--- config.mk ---
export PLATFORM = sky130hd
export DESIGN_NAME = piece_spawner
export DESIGN_NICKNAME = d
export VERILOG_FILES = /design/src/rtl/piece_spawner.sv
export SDC_FILE = /design/constraint.sdc
export NUM_CORES = 1
export LEC_CHECK = 0
export ABC_CLOCK_PERIOD_IN_PS = 1200
export CAP_MARGIN = 15
export CORE_ASPECT_RATIO = 0.7
export CORE_MARGIN = 2
export CORE_UTILIZATION = 43
export DETAILED_ROUTE_END_ITERATION = 12
export GPL_TIMING_DRIVEN = 0
export PLACE_DENSITY_LB_ADDON = 0.12
export SLEW_MARGIN = 20
export SYNTH_ARGS = -nofsm -noshare
export SYNTH_HDL_FRONTEND = slang
export SYNTH_SLANG_ARGS = --single-unit
--- constraint.sdc ---
create_clock -name clk -period 1.2 [get_ports clk]
set_clock_uncertainty 0.15 [all_clocks]
set_input_delay 0.18 -clock clk [delete_from_list [all_inputs] [get_ports clk]]
set_output_delay 0.18 -clock clk [all_outputs]
set_load 0.02 [all_outputs]
--- src/rtl/piece_spawner.sv ---
// ---------------------------------------------------------------------------
// piece_spawner
//
// Purpose:
//   Picks each new falling tetromino and presents it at the spawn position.
//   A one-deep preview slot (next_id) is filled from a 16-bit Fibonacci
//   LFSR, one candidate per cycle. When a spawn request is accepted, the
//   preview becomes the live piece and the preview slot is refilled.
//
// Optional feature (macro BAG7_EN):
//   When BAG7_EN is defined, a 7-bag randomiser is added. Each id is then
//   accepted once per bag, and the bag clears after all seven ids have
//   been used. When BAG7_EN is undefined, only candidate 7 is rejected.
//
// Parameters:
//   SEED      - LFSR reset value. It must be non-zero.
//   SPAWN_X   - left column of the 4x4 window at spawn.
//   SPAWN_Y   - top row of the 4x4 window at spawn.
//   RETRY_MAX - number of consecutive rejects before a forced pick.
//
// Ports:
//   clk         in   system clock; all state changes on the rising edge
//   rst         in   synchronous reset, active-high
//   spawn_req   in   level request for a new piece
//   halt        in   game over / pause; blocks acceptance of requests
//   spawn_valid out  one-cycle pulse; the spawn outputs changed this cycle
//   piece_id    out  id of the spawned piece (I=0 O=1 T=2 S=3 Z=4 J=5 L=6)
//   float       out  4x4 bitmap, row-major; float[0] is the top-left cell
//   pos_x       out  spawn column (SPAWN_X after a spawn)
//   pos_y       out  spawn row (SPAWN_Y after a spawn)
//   next_id     out  preview piece id
//   busy        out  high while the preview slot is being (re)filled
//   dbg_state_o out  current FSM state (0 = PICK, 1 = READY)
//
// Handshake:
//   A request is taken on a rising edge where spawn_req=1, busy=0 and
//   halt=0. spawn_valid pulses on the following cycle. A request seen
//   while busy=1 or halt=1 is dropped, not queued. The requester keeps
//   spawn_req high until it sees spawn_valid.
// ---------------------------------------------------------------------------
module piece_spawner #(
    parameter logic [15:0] SEED      = 16'hACE1,
    parameter logic [3:0]  SPAWN_X   = 4'd3,
    parameter logic [4:0]  SPAWN_Y   = 5'd19,
    parameter logic [3:0]  RETRY_MAX = 4'd15
) (
    input  logic        clk,
    input  logic        rst,
    input  logic        spawn_req,
    input  logic        halt,
    output logic        spawn_valid,
    output logic [2:0]  piece_id,
    output logic [0:15] float,
    output logic [3:0]  pos_x,
    output logic [4:0]  pos_y,
    output logic [2:0]  next_id,
    output logic        busy,
    output logic        dbg_state_o
);

    typedef enum logic {
        ST_PICK  = 1'b0,
        ST_READY = 1'b1
    } state_t;

    // Spawn-orientation bitmaps. The MSB of each constant lands in float[0].
    function automatic logic [15:0] bitmap(input logic [2:0] id);
        logic [15:0] bm;
        case (id)
            3'd0:    bm = 16'h0F00; // I
            3'd1:    bm = 16'h6600; // O
            3'd2:    bm = 16'h4E00; // T
            3'd3:    bm = 16'h6C00; // S
            3'd4:    bm = 16'hC600; // Z
            3'd5:    bm = 16'h8E00; // J
            3'd6:    bm = 16'h2E00; // L
            default: bm = 16'h0000;
        endcase
        return bm;
    endfunction

    state_t      state_q, state_d;
    logic [15:0] lfsr_q, lfsr_d;
    logic [3:0]  retry_q, retry_d;
    logic [2:0]  next_id_q, next_id_d;
    logic [2:0]  piece_id_q;
    logic [15:0] float_q;
    logic [3:0]  pos_x_q;
    logic [4:0]  pos_y_q;
    logic        spawn_valid_q;

    logic [2:0]  cand;
    logic        cand_ok;
    logic [2:0]  forced_id;
    logic [2:0]  pick_id;
    logic        pick_accept;
    logic        spawn_go;

    // ------------------------------------------------------------------
    // LFSR: free-running. The candidate is the low three bits of the
    // current value.
    // ------------------------------------------------------------------
    always_comb begin
        lfsr_d = {lfsr_q[14:0], lfsr_q[15] ^ lfsr_q[13] ^ lfsr_q[12] ^ lfsr_q[10]};
    end

    assign cand = lfsr_q[2:0];

`ifdef BAG7_EN
    logic [6:0] mask_q, mask_d, mask_set;
    logic [7:0] used8;
    logic [2:0] lowest_free;

    // Bit 7 is always set, so that candidate 7 is rejected by the same test
    // that rejects ids already in the bag.
    assign used8 = {1'b1, mask_q};

    // The bag clears on the accept that fills it, so a free id always exists.
    always_comb begin
        lowest_free = 3'd0;
        for (int i = 6; i >= 0; i--) begin
            if (!mask_q[i]) begin
                lowest_free = 3'(i);
            end
        end
    end

    assign cand_ok   = !used8[cand];
    assign forced_id = lowest_free;
    assign mask_set  = mask_q | (7'd1 << pick_id);

    always_comb begin
        mask_d = mask_q;
        if (pick_accept) begin
            mask_d = (mask_set == 7'h7F) ? 7'h00 : mask_set;
        end
    end

    always_ff @(posedge clk) begin
        if (rst) begin
            mask_q <= 7'h00;
        end else begin
            mask_q <= mask_d;
        end
    end
`else
    assign cand_ok   = (cand != 3'd7);
    assign forced_id = 3'd0;
`endif

    // A rejected candidate at the retry cap still ends the pick, using the
    // forced id.
    assign pick_id = cand_ok ? cand : forced_id;

    // ------------------------------------------------------------------
    // FSM: state register
    // ------------------------------------------------------------------
    always_ff @(posedge clk) begin
        if (rst) begin
            state_q <= ST_PICK;
        end else begin
            state_q <= state_d;
        end
    end

    // ------------------------------------------------------------------
    // FSM: next-state logic
    // ------------------------------------------------------------------
    always_comb begin
        state_d = state_q;
        case (state_q)
            ST_PICK:  if (pick_accept) state_d = ST_READY;
            ST_READY: if (spawn_go)    state_d = ST_PICK;
            default:  state_d = ST_PICK;
        endcase
    end

    // ------------------------------------------------------------------
    // FSM: output / control decode
    // ------------------------------------------------------------------
    always_comb begin
        busy        = (state_q == ST_PICK);
        dbg_state_o = state_q;
        pick_accept = (state_q == ST_PICK) && (cand_ok || (retry_q == RETRY_MAX));
        spawn_go    = (state_q == ST_READY) && spawn_req && !halt;
    end

    // ------------------------------------------------------------------
    // Preview slot and retry counter
    // ------------------------------------------------------------------
    always_comb begin
        retry_d   = retry_q;
        next_id_d = next_id_q;
        if (state_q == ST_PICK) begin
            if (pick_accept) begin
                retry_d   = 4'd0;
                next_id_d = pick_id;
            end else begin
                retry_d   = retry_q + 4'd1;
            end
        end
    end

    // ------------------------------------------------------------------
    // Datapath registers
    // ------------------------------------------------------------------
    always_ff @(posedge clk) begin
        if (rst) begin
            lfsr_q        <= SEED;
            retry_q       <= 4'd0;
            next_id_q     <= 3'd0;
            piece_id_q    <= 3'd0;
            float_q       <= 16'h0000;
            pos_x_q       <= 4'd0;
            pos_y_q       <= 5'd0;
            spawn_valid_q <= 1'b0;
        end else begin
            lfsr_q        <= lfsr_d;
            retry_q       <= retry_d;
            next_id_q     <= next_id_d;
            spawn_valid_q <= spawn_go;
            // float and the position registers hold their values between spawns.
            if (spawn_go) begin
                piece_id_q <= next_id_q;
                float_q    <= bitmap(next_id_q);
                pos_x_q    <= SPAWN_X;
                pos_y_q    <= SPAWN_Y;
            end
        end
    end

    assign spawn_valid = spawn_valid_q;
    assign piece_id    = piece_id_q;
    assign float       = float_q;
    assign pos_x       = pos_x_q;
    assign pos_y       = pos_y_q;
    assign next_id     = next_id_q;

endmodule

==> results of run 1 <==
-- flip-flops by register name (all words and copies together), names as in the netlist --
register     cells
dbg_state_o      1
spawn_valid      1
next_id          3
pos_y            1
lfsr_q          16
retry_q          4
float            7
piece_id         3
-- critical path, cell delays in order (launching register included) --
cell and delay [ns]:
dfxtp_4 0.37, nand3_2 0.08, or4_1 0.54, a31oi_1 0.17
-- layer usage --
metal  up-vias  GRT usage  share of wire
met1       581     0.2301           0.43
met5         -          0              0
met2        42     0.3051           0.49
met4         0     0.1000          0.013
li1        610          -              -
met3         5    0.05143          0.066
-- metrics by stage --
stage,util,setup slack [ns],hold slack [ns],cells,TNS [ns]
floorplan,-,-0.1859,0.2245,166,-0.7634
detailed placement,0.5828,-0.4294,0.2371,236,-6.385
finish,0.6833,-0.1966,0.02658,260,-2.210
global placement,0.5828,-0.3954,0.2361,236,-5.726
CTS,0.6560,-0.1669,0.02888,256,-1.735
global route,0.6833,-0.2407,0.02868,260,-3.227
-- final timing paths --
kind                   start          to  slack [ns]  cells after the start
setup / recovery  retry_q[2]  retry_q[3]       -0.20                      3
setup reg to reg  retry_q[2]  retry_q[3]       -0.20                      3
hold reg to reg    lfsr_q[5]   lfsr_q[6]        0.25                      1
hold / removal           rst   lfsr_q[0]        0.03                      3
-- cells by family (layout without fill, tap and decap cells) --
kind of cell    after synthesis  count (layout)  synth area share
fa+ha+maj                     1               1          0.008495
xor+xnor                      4               4           0.02379
other cells                   1              13          0.002546
flops                        36              36            0.4894
buf+inv                      29              76            0.1504
simple gates                 57              57            0.2107
compound gates               26              26            0.1147
-- synth_stat cells --
| cell | number |
|---|---|
| nor3b_1 | 1 |
| o21ai_0 | 2 |
| xnor2_1 | 2 |
| nor2_1 | 5 |
| nand4b_1 | 1 |
| nor2b_2 | 1 |
| and3b_1 | 1 |
| clkbuf_1 | 3 |
| or2_1 | 8 |
| a32o_1 | 1 |
| nand3b_1 | 3 |
| buf_12 | 1 |
| nor4b_1 | 1 |
| conb_1 | 1 |
| or3_1 | 1 |
| a31oi_1 | 3 |
| and3_1 | 1 |
| a211oi_1 | 1 |
| nand2_1 | 18 |
| inv_1 | 1 |
| nand3_1 | 4 |
| a21oi_1 | 12 |
| buf_2 | 2 |
| a211o_1 | 1 |
| ha_1 | 1 |
| buf_4 | 17 |
| inv_2 | 1 |
| or4_1 | 1 |
| nand2b_1 | 1 |
| nor2b_1 | 7 |
| o211a_1 | 1 |
| buf_6 | 4 |
| a311oi_1 | 5 |
| dfxtp_1 | 36 |
| xor2_1 | 2 |
| nand4_1 | 3 |
-- layout make-up --
| cell class | count | area share |
|---|---|---|
| repair buffers | 39 | 0.1363 |
| inverters | 2 | 0.009122 |
| plain buffers | 27 | 0.1163 |
| multi-input cells | 101 | 0.3290 |
| well taps | 47 | 0.02680 |
| clock buffers | 8 | 0.04105 |
| flip-flops and latches | 36 | 0.3415 |
-- repair_timing --
item                                   4_1_cts  5_1_grt
hold buffers                                 1        0
gates cloned                                 1        0
pin swaps                                   10        1
endpoints found under the hold margin        3        0
setup endpoints to repair                   37       28
gates resized for setup                    127       16
setup buffers                               10        4
-- power groups by stage --
stage / Sequential [W] / Combinational [W] / Clock, W
3_3_place_gp: 0.00134 / 0.000419 / 0
5_1_grt: 0.00133 / 0.000566 / 0.000951
2_1_floorplan: 0.00136 / 0.000284 / 0
3_5_place_dp: 0.00134 / 0.000428 / 0
6_report: 0.00132 / 0.000529 / 0.000867
4_1_cts: 0.00132 / 0.000489 / 0.000894
==> reports/results.tsv, run 1 <==
stage	metric	value	unit
status	status	finished with violations	
status	failing checks	setup timing	
detailed_routing	Iter 0 DRT Violations	41	
yosys	Synth top area share	0.4894	
power	P_sw	0.0007250	W
power	Sw Share	0.2673	
detailed_routing	ANT nets after route	0	
place	Post-DP HPWL	2130	µm
yosys	cells after synthesis	154	
floorplan	DIE HEIGHT	52.96	µm
yosys	number of synthesized register bits	36	
floorplan	Die X	73.95	µm
sta	final slew viol count	0	
worst_hold_path	worst hold path type	input pin to register	
setup_path	CP Class	register to register	
grt	number of global-route vias before repair	1173	
sta	Max Clk Rate	716.0	MHz
sta	final hold viol count	0	
clock_network	H-tree levels	2	
grt	largest net degree at the start of global routing	11	
power	Clk network pwr share	0.319	
setup_path	Critical Path RT	1.26	ns
sta	Final setup viols	21	
place	Port Buffers	23	
final_layout	commonest non-fill, non-tap cell in the layout	buf_4	
grt	grt total ovfl	0	
grt	initial antenna violation count	0	
yosys	sequential area share after synthesis	0.4894	
power	maximum VDD drop	0.8907	mV
detailed_routing	Routed Wire Length	3421	µm
place	placed instance area	1872	µm²
final_layout	antenna cells	0	
sta	fin crit share	1.164	
detailed_routing	vias per cell	4.762	
floorplan	total die area	3916	µm²
setup_path	Worst Path Arrival	1.45	ns
yosys	Avg Cell Area, Syn	9.563	µm²
final_layout	Layout Nets	217	
setup_path	startpoint types	register	
sta	slew margin rel.	0.6120	
grt	global-route wire length before repair	5437	µm
final_layout	Fillers	255	
clock_network	TritonCTS sink count	36	
final_layout	Final Cell Area	2195	µm²
clock_network	CTS tree	done	
setup_path	Critical Path Sink Type	register	
floorplan	Core Rows	17	
detailed_routing	via count	1238	
power	leakage	0.9455	nW
floorplan	initial core utilization	0.4585	
power	combinational power share	0.195	
power	total power	0.002713	W
final_layout	synthesis-to-finish area growth	49.02	%
setup_path	critical path fanouts, max	4	
detailed_routing	wire per inst	13.16	µm
floorplan	core area	3212	µm²
detailed_routing	DRC errors left	0	
power	Int Pwr	0.001988	W
yosys	top cells by area, synth	dfxtp_1, buf_4, nand2_1	
detailed_routing	drt pass-1 iters	5	
final_layout	share of post-route cells with drive strength above 1	0.4977	
yosys	Ys Warns	0	
final_layout	multi-input logic area	721.9	µm²
sta	fin worst setup slack	-0.1966	ns
clock_network	Num CTS Buffers	5	
yosys	synth unique cells	36	
sta	RSZ-0062 raised after global routing	yes	
grt	GRT Util Overall	0.1889	
yosys	area leader, netlist	dfxtp_1	
sta	worst slew pin tran	0.5820	ns
power	power per cell area	1236	nW/µm²
final_layout	most frequent cells in the layout	buf_4, dfxtp_1, buf_6	
final_layout	Sequential Area	749.5	µm²
sta	min Tclk post-route	1.397	ns
place	placer congestion estimate	0.7789	
clock_network	CTS max path bufs	2	
flow_run	Max-Cap Viols	0	
clock_network	Worst-path clk slew	0.06	ns
floorplan	num ports	38	
power	sequential share of power	0.486	
yosys	Post-Syn Area	1473	µm²
clock_network	CTS root buf	clkbuf_8	
clock_network	Skew-Pair Late Insertion Delay	0.29	ns
(Power assumes the default switching activity.)
==> inputs of run 2 (changes only) <==
--- a/config.mk
+++ b/config.mk
@@ -9,7 +9,8 @@
 export CAP_MARGIN = 15
 export CORE_ASPECT_RATIO = 0.7
 export CORE_MARGIN = 2
-export CORE_UTILIZATION = 43
+export CORE_UTILIZATION = 45
+export CTS_BUF_LIST = sky130_fd_sc_hd__clkbuf_8
 export DETAILED_ROUTE_END_ITERATION = 12
 export GPL_TIMING_DRIVEN = 0
 export PLACE_DENSITY_LB_ADDON = 0.12
==> reports/results.tsv, run 2 (synthesized netlist as in run 1, its figures left out) <==
stage	metric	value	unit
floorplan	DIE HEIGHT	51.86	µm
clock_network	Skew-Pair Late Insertion Delay	0.28	ns
detailed_routing	via count	1273	
sta	fin crit share	1.160	
detailed_routing	vias per cell	5.032	
setup_path	CP Class	register to register	
final_layout	share of post-route cells with drive strength above 1	0.5349	
power	Int Pwr	0.001931	W
worst_hold_path	worst hold path type	input pin to register	
place	placer congestion estimate	0.7443	
detailed_routing	Iter 0 DRT Violations	65	
grt	initial antenna violation count	0	
detailed_routing	DRC errors left	0	
clock_network	Worst-path clk slew	0.07	ns
grt	largest net degree at the start of global routing	11	
sta	Max Clk Rate	718.5	MHz
clock_network	Num CTS Buffers	5	
clock_network	TritonCTS sink count	36	
clock_network	CTS root buf	clkbuf_8	
setup_path	cells along the critical path	buf_6 > or3_4 > or2_1 > a21oi_1	
flow_run	Max-Cap Viols	0	
grt	number of global-route vias before repair	1115	
clock_network	H-tree levels	2	
place	Port Buffers	23	
detailed_routing	Routed Wire Length	3539	µm
floorplan	core area	3127	µm²
sta	fin worst setup slack	-0.1918	ns
setup_path	FF-to-FF setup slack	-0.19	ns
place	placed cells	227	
power	P_sw	0.0007517	W
power	sequential share of power	0.486	
setup_path	Critical Path Sink Type	register	
clock_network	CTS tree	done	
final_layout	Reg with most FFs	lfsr_q	
detailed_routing	wire per inst	13.99	µm
final_layout	most frequent cells in the layout	buf_4, dfxtp_1, buf_6	
sta	slew margin rel.	0.6300	
floorplan	Die X	72.38	µm
worst_hold_path	Hold Crit Depth	3	
power	power per cell area	1200	nW/µm²
floorplan	Core Rows	17	
final_layout	max reg flops	16	
setup_path	Worst path max stage delay	0.38	ns
final_layout	antenna cells	0	
setup_path	Reg2Reg Launch Point	next_id[1]	
final_layout	Layout Nets	220	
detailed_routing	drt pass-1 iters	4	
floorplan	total die area	3753	µm²
setup_path	startpoint types	register	
setup_path	reg2reg end	float[7]	
sta	final slew viol count	0	
setup_path	Worst Setup EP	float[7]	
floorplan	num ports	38	
setup_path	CP startpoint	next_id[1]	
setup_path	Worst Path Arrival	1.46	ns
place	post-placement setup slack	-0.3990	ns
detailed_routing	ANT nets after route	0	
power	combinational power share	0.222	
setup_path	slowest cell on the critical path	or3_4	
grt	global-route wire length before repair	5133	µm
setup_path	cells on worst reg2reg path	4	
power	Clk network pwr share	0.292	
grt	grt total ovfl	0	
power	maximum VDD drop	0.9406	mV
floorplan	initial core utilization	0.4710	
grt	GRT Util Overall	0.1812	
sta	worst slew pin tran	0.5549	ns
place	Post-DP HPWL	2109	µm
final_layout	commonest non-fill, non-tap cell in the layout	buf_4	
clock_network	CTS max path bufs	2	
sta	final hold viol count	0	
setup_path	critical path fanouts, max	10	
sta	Final setup viols	24	
final_layout	synthesis-to-finish area growth	51.74	%
power	leakage	0.9690	nW
sta	min Tclk post-route	1.392	ns
final_layout	Layout Cells excl Fill	253	
sta	RSZ-0062 raised after global routing	yes	
power	Sw Share	0.2802	
status	failing checks	setup timing	
setup_path	Critical Path RT	1.26	ns
status	status	finished with violations	
run 2: changes by cell type in the layout (fill, tap and decap cells not counted), sizes merged:
cell | before | now
buf | 60 | 61
clkbuf | 11 | 9
clkdlybuf4s15 | 0 | 1
inv | 1 | 3
run 2: worst min path at each step:
| stage | startpoint | endpoint | slack, ns |
|---|---|---|---|
| finish | rst | lfsr_q[0] | 0.04 |
| detailed placement | lfsr_q[9] | lfsr_q[10] | 0.24 |
| global placement | lfsr_q[5] | lfsr_q[6] | 0.24 |
| floorplan | rst | lfsr_q[12] | 0.22 |
| CTS | rst | lfsr_q[0] | 0.02 |
| global route | rst | lfsr_q[0] | 0.07 |
run 2: layout make-up:
class / count / area (µm²)
buffer: 26 / 244.0
clock buffer: 5 / 68.82
clock inverter: 2 / 8.758
fill: 225 / 892.1
inverter: 2 / 15.01
multi-input combinational: 101 / 755.7
sequential: 36 / 754.5
tap: 38 / 47.55
timing repair buffer: 43 / 340.3
run 2: metrics by stage:
step | power, W | utilization | area (µm²) | TNS (ns) | hold slack (ns)
finish | 0.002683 | 0.7147 | 2235 | -2.117 | 0.04149
global route | 0.002800 | 0.7147 | 2235 | -3.199 | 0.07175
CTS | 0.002587 | 0.6515 | 2037 | -1.967 | 0.01942
detailed placement | 0.001771 | 0.5950 | 1861 | -6.129 | 0.2386
global placement | 0.001759 | 0.5950 | 1861 | -5.659 | 0.2351
floorplan | 0.001647 | - | 1583 | -0.7634 | 0.2245
run 2: power by group through the flow:
stage / Sequential [W] / Combinational, W / Clock (W)
floorplan: 0.00136 / 0.000284 / 0
finish: 0.00130 / 0.000595 / 0.000784
detailed placement: 0.00134 / 0.000427 / 0
CTS: 0.00130 / 0.000487 / 0.000796
global route: 0.00131 / 0.000632 / 0.000858
global placement: 0.00134 / 0.000419 / 0
run 2: routing by layer:
metal | track usage | vias up | part of all wire
met1 | 0.2237 | 604 | 0.43
met2 | 0.3012 | 49 | 0.49
met5 | 0 | - | 0
met3 | 0.05814 | 7 | 0.066
met4 | 0.06173 | 0 | 0.014
li1 | - | 613 | -
run 2: worst max-delay path, delay by kind of cell, from the launching register on:
family / cells / cell delay (ns)
AOI/OAI and AO/OA: 1 / 0.11
buffers and inverters: 1 / 0.14
DFF: 1 / 0.33
and+or+nand+nor: 2 / 0.59
run 2: repair_timing:
action	4_1_cts	5_1_grt
setup endpoints to repair	38	26
setup buffers	12	6
gates cloned	1	0
hold endpoints to repair	3	0
hold buffers	1	0
pin swaps	11	14
resized for setup	101	51
